## config.mk

```make
export PLATFORM = sky130hd
export DESIGN_NAME = vga_sync_gen
export DESIGN_NICKNAME = d
export VERILOG_FILES = /design/src/rtl/vga_sync_gen_pkg.sv /design/src/rtl/vga_delay_line.sv /design/src/rtl/vga_sync_gen.sv
export SDC_FILE = /design/constraint.sdc
export NUM_CORES = 1
export LEC_CHECK = 0
export ABC_AREA = 1
export CAP_MARGIN = 20
export CORE_MARGIN = 2
export CORE_UTILIZATION = 47
export CTS_BUF_LIST = sky130_fd_sc_hd__clkbuf_4 sky130_fd_sc_hd__clkbuf_8
export CTS_CLUSTER_DIAMETER = 120
export CTS_CLUSTER_SIZE = 40
export DETAILED_ROUTE_END_ITERATION = 10
export GPL_TIMING_DRIVEN = 0
export HOLD_SLACK_MARGIN = 0.05
export PLACE_DENSITY = 0.77
export SLEW_MARGIN = 20
export SYNTH_ARGS = -nofsm -noshare
export SYNTH_HDL_FRONTEND = slang
export SYNTH_HIERARCHICAL = 1
export SYNTH_SLANG_ARGS = --single-unit
```

## constraint.sdc

```tcl
create_clock -name clk -period 1.5 [get_ports clk]
set_clock_uncertainty 0.15 [all_clocks]
set_input_delay 0.375 -clock clk [delete_from_list [all_inputs] [get_ports clk]]
set_output_delay 0.375 -clock clk [all_outputs]
set_load 0.02 [all_outputs]
```

## src/rtl/vga_sync_gen_pkg.sv

```systemverilog
// Shared VGA timing constants, counter widths and the sync bundle type.
// Defaults describe 640x480@60 driven from a 50 MHz system clock.
package vga_sync_gen_pkg;

  localparam int H_SIZE = 10;
  localparam int V_SIZE = 10;

  localparam int DEF_H_DISPLAY = 640;
  localparam int DEF_H_FRONT   = 16;
  localparam int DEF_H_SYNC    = 96;
  localparam int DEF_H_BACK    = 48;
  localparam int DEF_V_DISPLAY = 480;
  localparam int DEF_V_FRONT   = 10;
  localparam int DEF_V_SYNC    = 2;
  localparam int DEF_V_BACK    = 33;
  localparam int DEF_CLK_DIV   = 2;
  localparam int DEF_OUT_DLY   = 1;

  typedef struct packed {
    logic hsync;
    logic vsync;
    logic video_on;
  } sync_bus_t;

  localparam int SYNC_BUS_W = $bits(sync_bus_t);

  // A counter for N states still needs one bit when N is 1.
  function automatic int clog2_min1(input int n);
    return (n > 1) ? $clog2(n) : 1;
  endfunction

endpackage

```

## src/rtl/vga_delay_line.sv

```systemverilog
// Parameterized shift register that keeps sync strobes aligned with
// registered pixel data; DEPTH of zero degenerates to a plain wire.
module vga_delay_line #(
  parameter int WIDTH = 3,
  parameter int DEPTH = 1
) (
  input  logic             clk,
  input  logic             rst,
  input  logic [WIDTH-1:0] rst_val,
  input  logic [WIDTH-1:0] din,
  output logic [WIDTH-1:0] dout
);

  if (DEPTH == 0) begin : g_wire
    logic unused_inputs;
    assign unused_inputs = ^{clk, rst, rst_val};
    assign dout = din;
  end else begin : g_regs
    logic [WIDTH-1:0] stage_q [DEPTH];
    logic [WIDTH-1:0] stage_d [DEPTH];

    always_comb begin
      stage_d[0] = din;
      for (int i = 1; i < DEPTH; i++) begin
        stage_d[i] = stage_q[i-1];
      end
    end

    // Every stage shifts on every clock, regardless of the timing enable.
    always_ff @(posedge clk) begin
      for (int i = 0; i < DEPTH; i++) begin
        if (rst) begin
          stage_q[i] <= rst_val;
        end else begin
          stage_q[i] <= stage_d[i];
        end
      end
    end

    assign dout = stage_q[DEPTH-1];
  end

endmodule

```

## src/rtl/vga_sync_gen.sv

```systemverilog
// VGA timing core: pixel-rate tick, hc/vc counters, sync/blank decodes and
// delayed copies of the strobes that line up with registered downstream RGB.
module vga_sync_gen
  import vga_sync_gen_pkg::*;
#(
  parameter int H_DISPLAY = DEF_H_DISPLAY,
  parameter int H_FRONT   = DEF_H_FRONT,
  parameter int H_SYNC    = DEF_H_SYNC,
  parameter int H_BACK    = DEF_H_BACK,
  parameter int V_DISPLAY = DEF_V_DISPLAY,
  parameter int V_FRONT   = DEF_V_FRONT,
  parameter int V_SYNC    = DEF_V_SYNC,
  parameter int V_BACK    = DEF_V_BACK,
  parameter int CLK_DIV   = DEF_CLK_DIV,
  parameter bit SYNC_POL  = 1'b0,
  parameter int OUT_DLY   = DEF_OUT_DLY
) (
  input  logic              clk,
  input  logic              rst,
  input  logic              en,
  output logic              pix_tick,
  output logic [H_SIZE-1:0] hc,
  output logic [V_SIZE-1:0] vc,
  output logic              video_on,
  output logic              frame_start,
  output logic              hsync_o,
  output logic              vsync_o,
  output logic              video_on_o
);

  localparam int H_TOTAL = H_DISPLAY + H_FRONT + H_SYNC + H_BACK;
  localparam int V_TOTAL = V_DISPLAY + V_FRONT + V_SYNC + V_BACK;
  localparam int DIV_W   = clog2_min1(CLK_DIV);

  localparam logic [DIV_W-1:0]  DIV_LAST = DIV_W'(CLK_DIV - 1);
  localparam logic [H_SIZE-1:0] H_LAST   = H_SIZE'(H_TOTAL - 1);
  localparam logic [V_SIZE-1:0] V_LAST   = V_SIZE'(V_TOTAL - 1);
  localparam logic [H_SIZE-1:0] H_VIS    = H_SIZE'(H_DISPLAY);
  localparam logic [V_SIZE-1:0] V_VIS    = V_SIZE'(V_DISPLAY);
  localparam logic [H_SIZE-1:0] HS_FIRST = H_SIZE'(H_DISPLAY + H_FRONT);
  localparam logic [H_SIZE-1:0] HS_LAST  = H_SIZE'(H_DISPLAY + H_FRONT + H_SYNC - 1);
  localparam logic [V_SIZE-1:0] VS_FIRST = V_SIZE'(V_DISPLAY + V_FRONT);
  localparam logic [V_SIZE-1:0] VS_LAST  = V_SIZE'(V_DISPLAY + V_FRONT + V_SYNC - 1);

  if (H_TOTAL - 1 >= (1 << H_SIZE)) begin : g_h_range_err
    $error("vga_sync_gen: H_TOTAL-1 does not fit in H_SIZE bits");
  end
  if (V_TOTAL - 1 >= (1 << V_SIZE)) begin : g_v_range_err
    $error("vga_sync_gen: V_TOTAL-1 does not fit in V_SIZE bits");
  end
  if (CLK_DIV < 1 || OUT_DLY < 0) begin : g_param_err
    $error("vga_sync_gen: CLK_DIV must be >= 1 and OUT_DLY >= 0");
  end

  logic [DIV_W-1:0]  div_cnt_q, div_cnt_d;
  logic              pix_tick_q, pix_tick_d;
  logic [H_SIZE-1:0] hc_q, hc_d;
  logic [V_SIZE-1:0] vc_q, vc_d;
  sync_bus_t         sync_now, sync_idle, sync_dly;

  always_ff @(posedge clk) begin
    if (rst) begin
      div_cnt_q  <= '0;
      pix_tick_q <= 1'b0;
      hc_q       <= '0;
      vc_q       <= '0;
    end else begin
      div_cnt_q  <= div_cnt_d;
      pix_tick_q <= pix_tick_d;
      hc_q       <= hc_d;
      vc_q       <= vc_d;
    end
  end

  // While en is low every register holds, including a pending tick, so the
  // raster resumes exactly where it stopped; the visible tick is masked.
  always_comb begin
    div_cnt_d  = div_cnt_q;
    pix_tick_d = pix_tick_q;
    hc_d       = hc_q;
    vc_d       = vc_q;
    if (en) begin
      div_cnt_d  = (div_cnt_q == DIV_LAST) ? '0 : div_cnt_q + DIV_W'(1);
      pix_tick_d = (div_cnt_q == DIV_LAST);
      if (pix_tick_q) begin
        if (hc_q == H_LAST) begin
          hc_d = '0;
          vc_d = (vc_q == V_LAST) ? '0 : vc_q + V_SIZE'(1);
        end else begin
          hc_d = hc_q + H_SIZE'(1);
        end
      end
    end
  end

  always_comb begin
    sync_now.video_on = (hc_q < H_VIS) && (vc_q < V_VIS);
    sync_now.hsync    = ((hc_q >= HS_FIRST) && (hc_q <= HS_LAST)) ? SYNC_POL : ~SYNC_POL;
    sync_now.vsync    = ((vc_q >= VS_FIRST) && (vc_q <= VS_LAST)) ? SYNC_POL : ~SYNC_POL;
    sync_idle.hsync    = ~SYNC_POL;
    sync_idle.vsync    = ~SYNC_POL;
    sync_idle.video_on = 1'b0;
  end

  vga_delay_line #(
    .WIDTH(SYNC_BUS_W),
    .DEPTH(OUT_DLY)
  ) u_delay (
    .clk    (clk),
    .rst    (rst),
    .rst_val(sync_idle),
    .din    (sync_now),
    .dout   (sync_dly)
  );

  assign pix_tick    = pix_tick_q && en;
  assign hc          = hc_q;
  assign vc          = vc_q;
  assign video_on    = sync_now.video_on;
  assign frame_start = pix_tick && (hc_q == '0) && (vc_q == '0);
  assign hsync_o     = sync_dly.hsync;
  assign vsync_o     = sync_dly.vsync;
  assign video_on_o  = sync_dly.video_on;

endmodule
```

# Yosys cells after proc, flatten, opt, wreduce, memory -nomap -nowiden
# Memories as Yosys holds them, arrays and structs flattened.
# Index checks and enable logic that the tools add are counted.
# totals
out_inout_bits	26
inputBits	3
n_memories	1
register_bits	22
ramBits	3
word_cells	37
# mem_list
name	depth	word_bits	rd	rd_clocked_by_memory_dff	wr	line_no	rtl
u_delay.g_regs.stage_q	1	3	1	0	1	vga_delay_line.sv:19	logic [WIDTH-1:0] stage_q [DEPTH];
# classes
n_eq_ne	2
magnitude_cmp	6
addsub	3
n_mux	10
n_reduce_logical	11
# op_table
cell	n
adder 10 x 1 -> 10 bit (second input constant)	2
equality test 10 bit (second input constant)	2
logical NOT 10 bit	2
2-to-1 mux 10 bit	2
greater-or-equal comparator 10 bit (second input constant)	1
greater-or-equal comparator 10 x 9 -> 1 bit (second input constant)	1
<= comparator 10 bit (second input constant)	1
<= comparator 10 x 9 -> 1 bit (second input constant)	1
< comparator 10 bit (second input constant)	1
< comparator 10 x 9 -> 1 bit (second input constant)	1
2-to-1 mux 1 bit	7
logical AND 1 bit	6
2-to-1 mux 3 bit	1
AND reduction 3 bit	1
OR reduction 3 bit	1
AND reduction 2 bit	1
adder 1 bit (second input constant)	1

# Longest topological paths before layout
# logic_depth
ltp_word	4
depth_mapped	10
mapped_depth_nobuf	9

# By module
# The synthesis kept the hierarchy.
# modules_own_cells
mod	n_inst	seq_area_each_um2	area_per_inst_um2	cells_each
vga_sync_gen	1	440.4	1292.5	196
vga_delay_line	1	60.1	97.6	13

# Worst setup path after synthesis
# No wires, ideal clock.
# synth_path
path_kind	flip-flop to output port
start	register vc_q[9] (netlist: vc[9])
end	output port video_on
path_stages_with_launch	5
path_buffers	0
arrival_time_ns	1.238
setup_slack_ns	-0.263
required_time_ns	0.975
cell_sequence	dfxtp_1 -> inv_1 -> nand4_1 -> nand2_1 -> nor3_1
# synth_between
elab_chain_cells	2
# synth_lines
element	line_no	rtl
from (decl)	vga_sync_gen.sv:58	logic [V_SIZE-1:0] vc_q, vc_d;
from (signal assigned)	vga_sync_gen.sv:71	vc_q <= vc_d;
< comparator 10 x 9 -> 1 bit	vga_sync_gen.sv:97	sync_now.video_on = (hc_q < H_VIS) && (vc_q < V_VIS);
logical AND 1 bit	vga_sync_gen.sv:97	
to (decl)	vga_sync_gen.sv:24	output logic video_on,
# No other way between the ends.

# Worst setup path in the final report
# layout_path
start	register hc_q[1] (netlist: hc[1])
end	output port frame_start
# layout_between
elab_chain_cells	3
# layout_lines
element	line_no	rtl
from (decl)	vga_sync_gen.sv:57	logic [H_SIZE-1:0] hc_q, hc_d;
from (signal assigned)	vga_sync_gen.sv:65	hc_q <= '0;
from (signal assigned)	vga_sync_gen.sv:70	hc_q <= hc_d;
logical NOT 10 bit	vga_sync_gen.sv:120	assign frame_start = pix_tick && (hc_q == '0) && (vc_q == '0);
logical AND 1 bit (2 in series)	vga_sync_gen.sv:120	
to (decl)	vga_sync_gen.sv:25	output logic frame_start,
# No other way between the ends.

==> flow_metrics.py <==
metrics = {
    "final_layout": {
        "seq_area_um2": 562,
        "final_layout_size_suffix_gt1_share_pct": 51.9,
        "nets": 276,
        "final_common_cell": "nand2_1",
        "final_cell_mix": "nand2_1, buf_6, inv_1",
        "fillCellCount": 169,
        "multi_input_area_mm2": 0.00102,
        "area_delta_synth_final_pct": 64.3,
        "antennaDiodeCount": 0,
    },
    "routing": {
        "via_per_inst": 5.58,
        "ant_nets": 0,
        "via_count": 1667,
        "drtIter0Drc": 70,
        "routedWlPerCell_um": 15.6,
        "dr.pass1.iters": 5,
        "drc_errors": 0,
        "wirelength_um": 4670,
    },
    "power_and_ir_drop": {
        "leakagePower_nw": 1.08,
        "irDropWorstVdd_mv": 0.557,
        "p_per_area_mw_per_mm2": 480,
    },
    "place": {
        "dpl_worst_slack_ns": -1.14,
        "gp_congestion": 0.818,
        "dpl.hpwl_um": 2350,
        "portBuffers": 28,
    },
    "worst_setup_path": {
        "reg2reg_to": "vc[3]$_SDFFE_PP0P_",
        "cp-end-kind": "output port",
        "cp-start-kind": "register",
        "reg2reg_depth": 12,
        "timing.rr.start": "hc[0]$_SDFFE_PP0P_",
        "worstPathRequired_ns": 0.97,
        "critical_path_class": "register to output port",
        "rrSetupSlack_ns": -0.41,
        "arrival_ns": 1.53,
        "worst-path-max-fanout": 4,
    },
    "sta": {
        "min_period_ns": 2.06,
        "fin_crit_sh_pct": 137,
        "setup_ws_ns": -0.559,
        "fmax_ghz": 0.486,
        "report.final.hold_viol_count": 0,
        "setup_viol": 24,
        "fin_hold_ws_ns": 0.171,
        "rsz0062_at_grt": "true",
        "fin_tns_setup_ns": -6.47,
        "worst_slew_pin_slew_ns": 0.578,
        "slew_headroom_pct": 61.5,
        "maxSlewViolCount": 0,
    },
    "grt": {
        "grt_overflow": 0,
        "grt_max_degree": 14,
        "grt_pass1_vias": 1547,
        "grt_pass1_wl_um": 6860,
        "grt_use_total_pct": 26.0,
        "antenna_found_initial": 0,
    },
    "run": {
        "maxCapViolCount": 0,
    },
    "floorplan": {
        "die_area_mm2": 0.00341,
        "rows": 19,
        "ios": 29,
        "coreArea_mm2": 0.00278,
        "initial_utilization_pct": 50.0,
        "fp.dieH_um": 58.4,
        "die_w_um": 58.4,
    },
    "synth": {
        "yosysTopAreaCell": "dfxtp_1",
        "synthArstFlopShare_pct": 0,
        "netlist_area_mm2": 0.00139,
        "seq_area_frac_synth_pct": 36.0,
        "synth_top_area_share_pct": 36.0,
        "ys_types": 25,
        "netlist_top_cells_area": "dfxtp_1, nand2_1, inv_1",
        "yosys_warnings": 6,
        "synth-edff-count": 0,
        "syn_area_per_cell_um2": 6.65,
        "ys_seq_elements": 25,
        "synth_ff_type": "dfxtp_1",
        "synthCells": 209,
    },
    "clocking": {
        "cts_root_buf": "clkbuf_4",
        "cts_buffers": 3,
        "cts_tree": "built",
        "htreeDepth": 1,
        "path_clk_slew_ns": 0.14,
        "cts.sink_count": 25,
        "max-clock-path-buffers": 2,
        "ctsHoldBuffers": 0,
        "clk_latency_ns": 0.33,
    },
    "worst_hold_path": {
        "worst_hold_path.endpoint": "div_cnt_q$_SDFFE_PP0P_",
        "min_from": "en",
        "min_path_cells": 2,
        "hp-class": "input pin to register",
    },
    "status": {
        "status": "finished with violations",
        "violations": "setup timing",
    },
}
==> area by class of cell <==
class / instances / share of cell area, %
Buffer: 1 / 0.493
Clock buffer: 4 / 1.32
Inverter: 31 / 5.64
Multi-Input combinational cell: 153 / 44.7
Sequential cell: 25 / 24.6
Tap cell: 31 / 1.70
Timing Repair Buffer: 54 / 21.5
==> sequential cells by signal, summed over array words and instances, names as in the netlist <==
| register | count |
|---|---|
| hc | 10 |
| vc | 10 |
| u_delay/g_regs.stage_q | 3 |
| div_cnt_q | 1 |
| pix_tick_q | 1 |
==> cells in the mapped netlist (2+ instances only) <==
| cell | n |
|---|---|
| nand2_1 | 61 |
| inv_1 | 29 |
| dfxtp_1 | 25 |
| nor2_1 | 24 |
| nand3_1 | 14 |
| a21oi_1 | 11 |
| nor3_1 | 8 |
| nand4_1 | 7 |
| ha_1 | 4 |
| nand3b_1 | 3 |
| o21ai_0 | 3 |
| conb_1 | 2 |
| inv_2 | 2 |
| nand2_2 | 2 |
| nand3b_2 | 2 |
| nor2_4 | 2 |
| xor2_1 | 2 |
==> timing repair <==
item,4_1_cts,5_1_grt
resized for setup,166,72
setup buffers,18,12
pin swaps,17,28
cloned,1,0
setup endpoints to repair,45,39
==> worst max-delay path by stage <==
stage                        from          end  slack, ns  depth (start not counted)
2_1_floorplan  hc[0]$_SDFFE_PP0P_  frame_start      -0.04                          6
3_3_place_gp                   en  frame_start      -1.13                          6
3_5_place_dp                   en  frame_start      -1.14                          6
4_1_cts        hc[0]$_SDFFE_PP0P_  frame_start      -0.46                          7
5_1_grt        hc[1]$_SDFFE_PP0P_  frame_start      -0.68                          7
6_report       hc[1]$_SDFFE_PP0P_  frame_start      -0.56                          7
==> per-stage QoR <==
stage               util, %  instances  area, um2  total power (W)
detailed placement     62.8        269       1750         0.000769
global placement       62.8        269       1750         0.000768
floorplan                 -        210       1430         0.000734
CTS                    74.5        292       2070          0.00109
finish                 82.1        299       2280          0.00110
global route           82.1        299       2280          0.00113
==> worst max-delay path, stage by stage, from the launching register on <==
cell	delay, ns
dfxtp_4	0.38
inv_1	0.06
ha_1	0.15
nand2_1	0.08
nor3_2	0.14
nand3_1	0.15
nor2_4	0.12
buf_6	0.12
==> kinds of logic after synthesis <==
| family | synth area share [%] |
|---|---|
| compound gates | 7.29 |
| xor+xnor | 1.89 |
| fa+ha+maj | 3.60 |
| buf+inv | 9.18 |
| flops | 36.0 |
| other cells | 0.540 |
| simple gates | 41.5 |
==> metal layers <==
layer  wire (um)  vias up  track usage (%)
met4         199        0             12.6
met5           0        -                0
met3         326       25             4.84
met1        1820      765             32.3
li1            -      784                -
met2        2320       93             43.0
==> where the power goes <==
part	internal, W	switching, W	total [W]
logic	0.0000442	0.0000670	0.000111
registers	0.000649	0.00000483	0.000654
clock network	0.000122	0.000208	0.000330
Power figures use the tool's default switching activity.
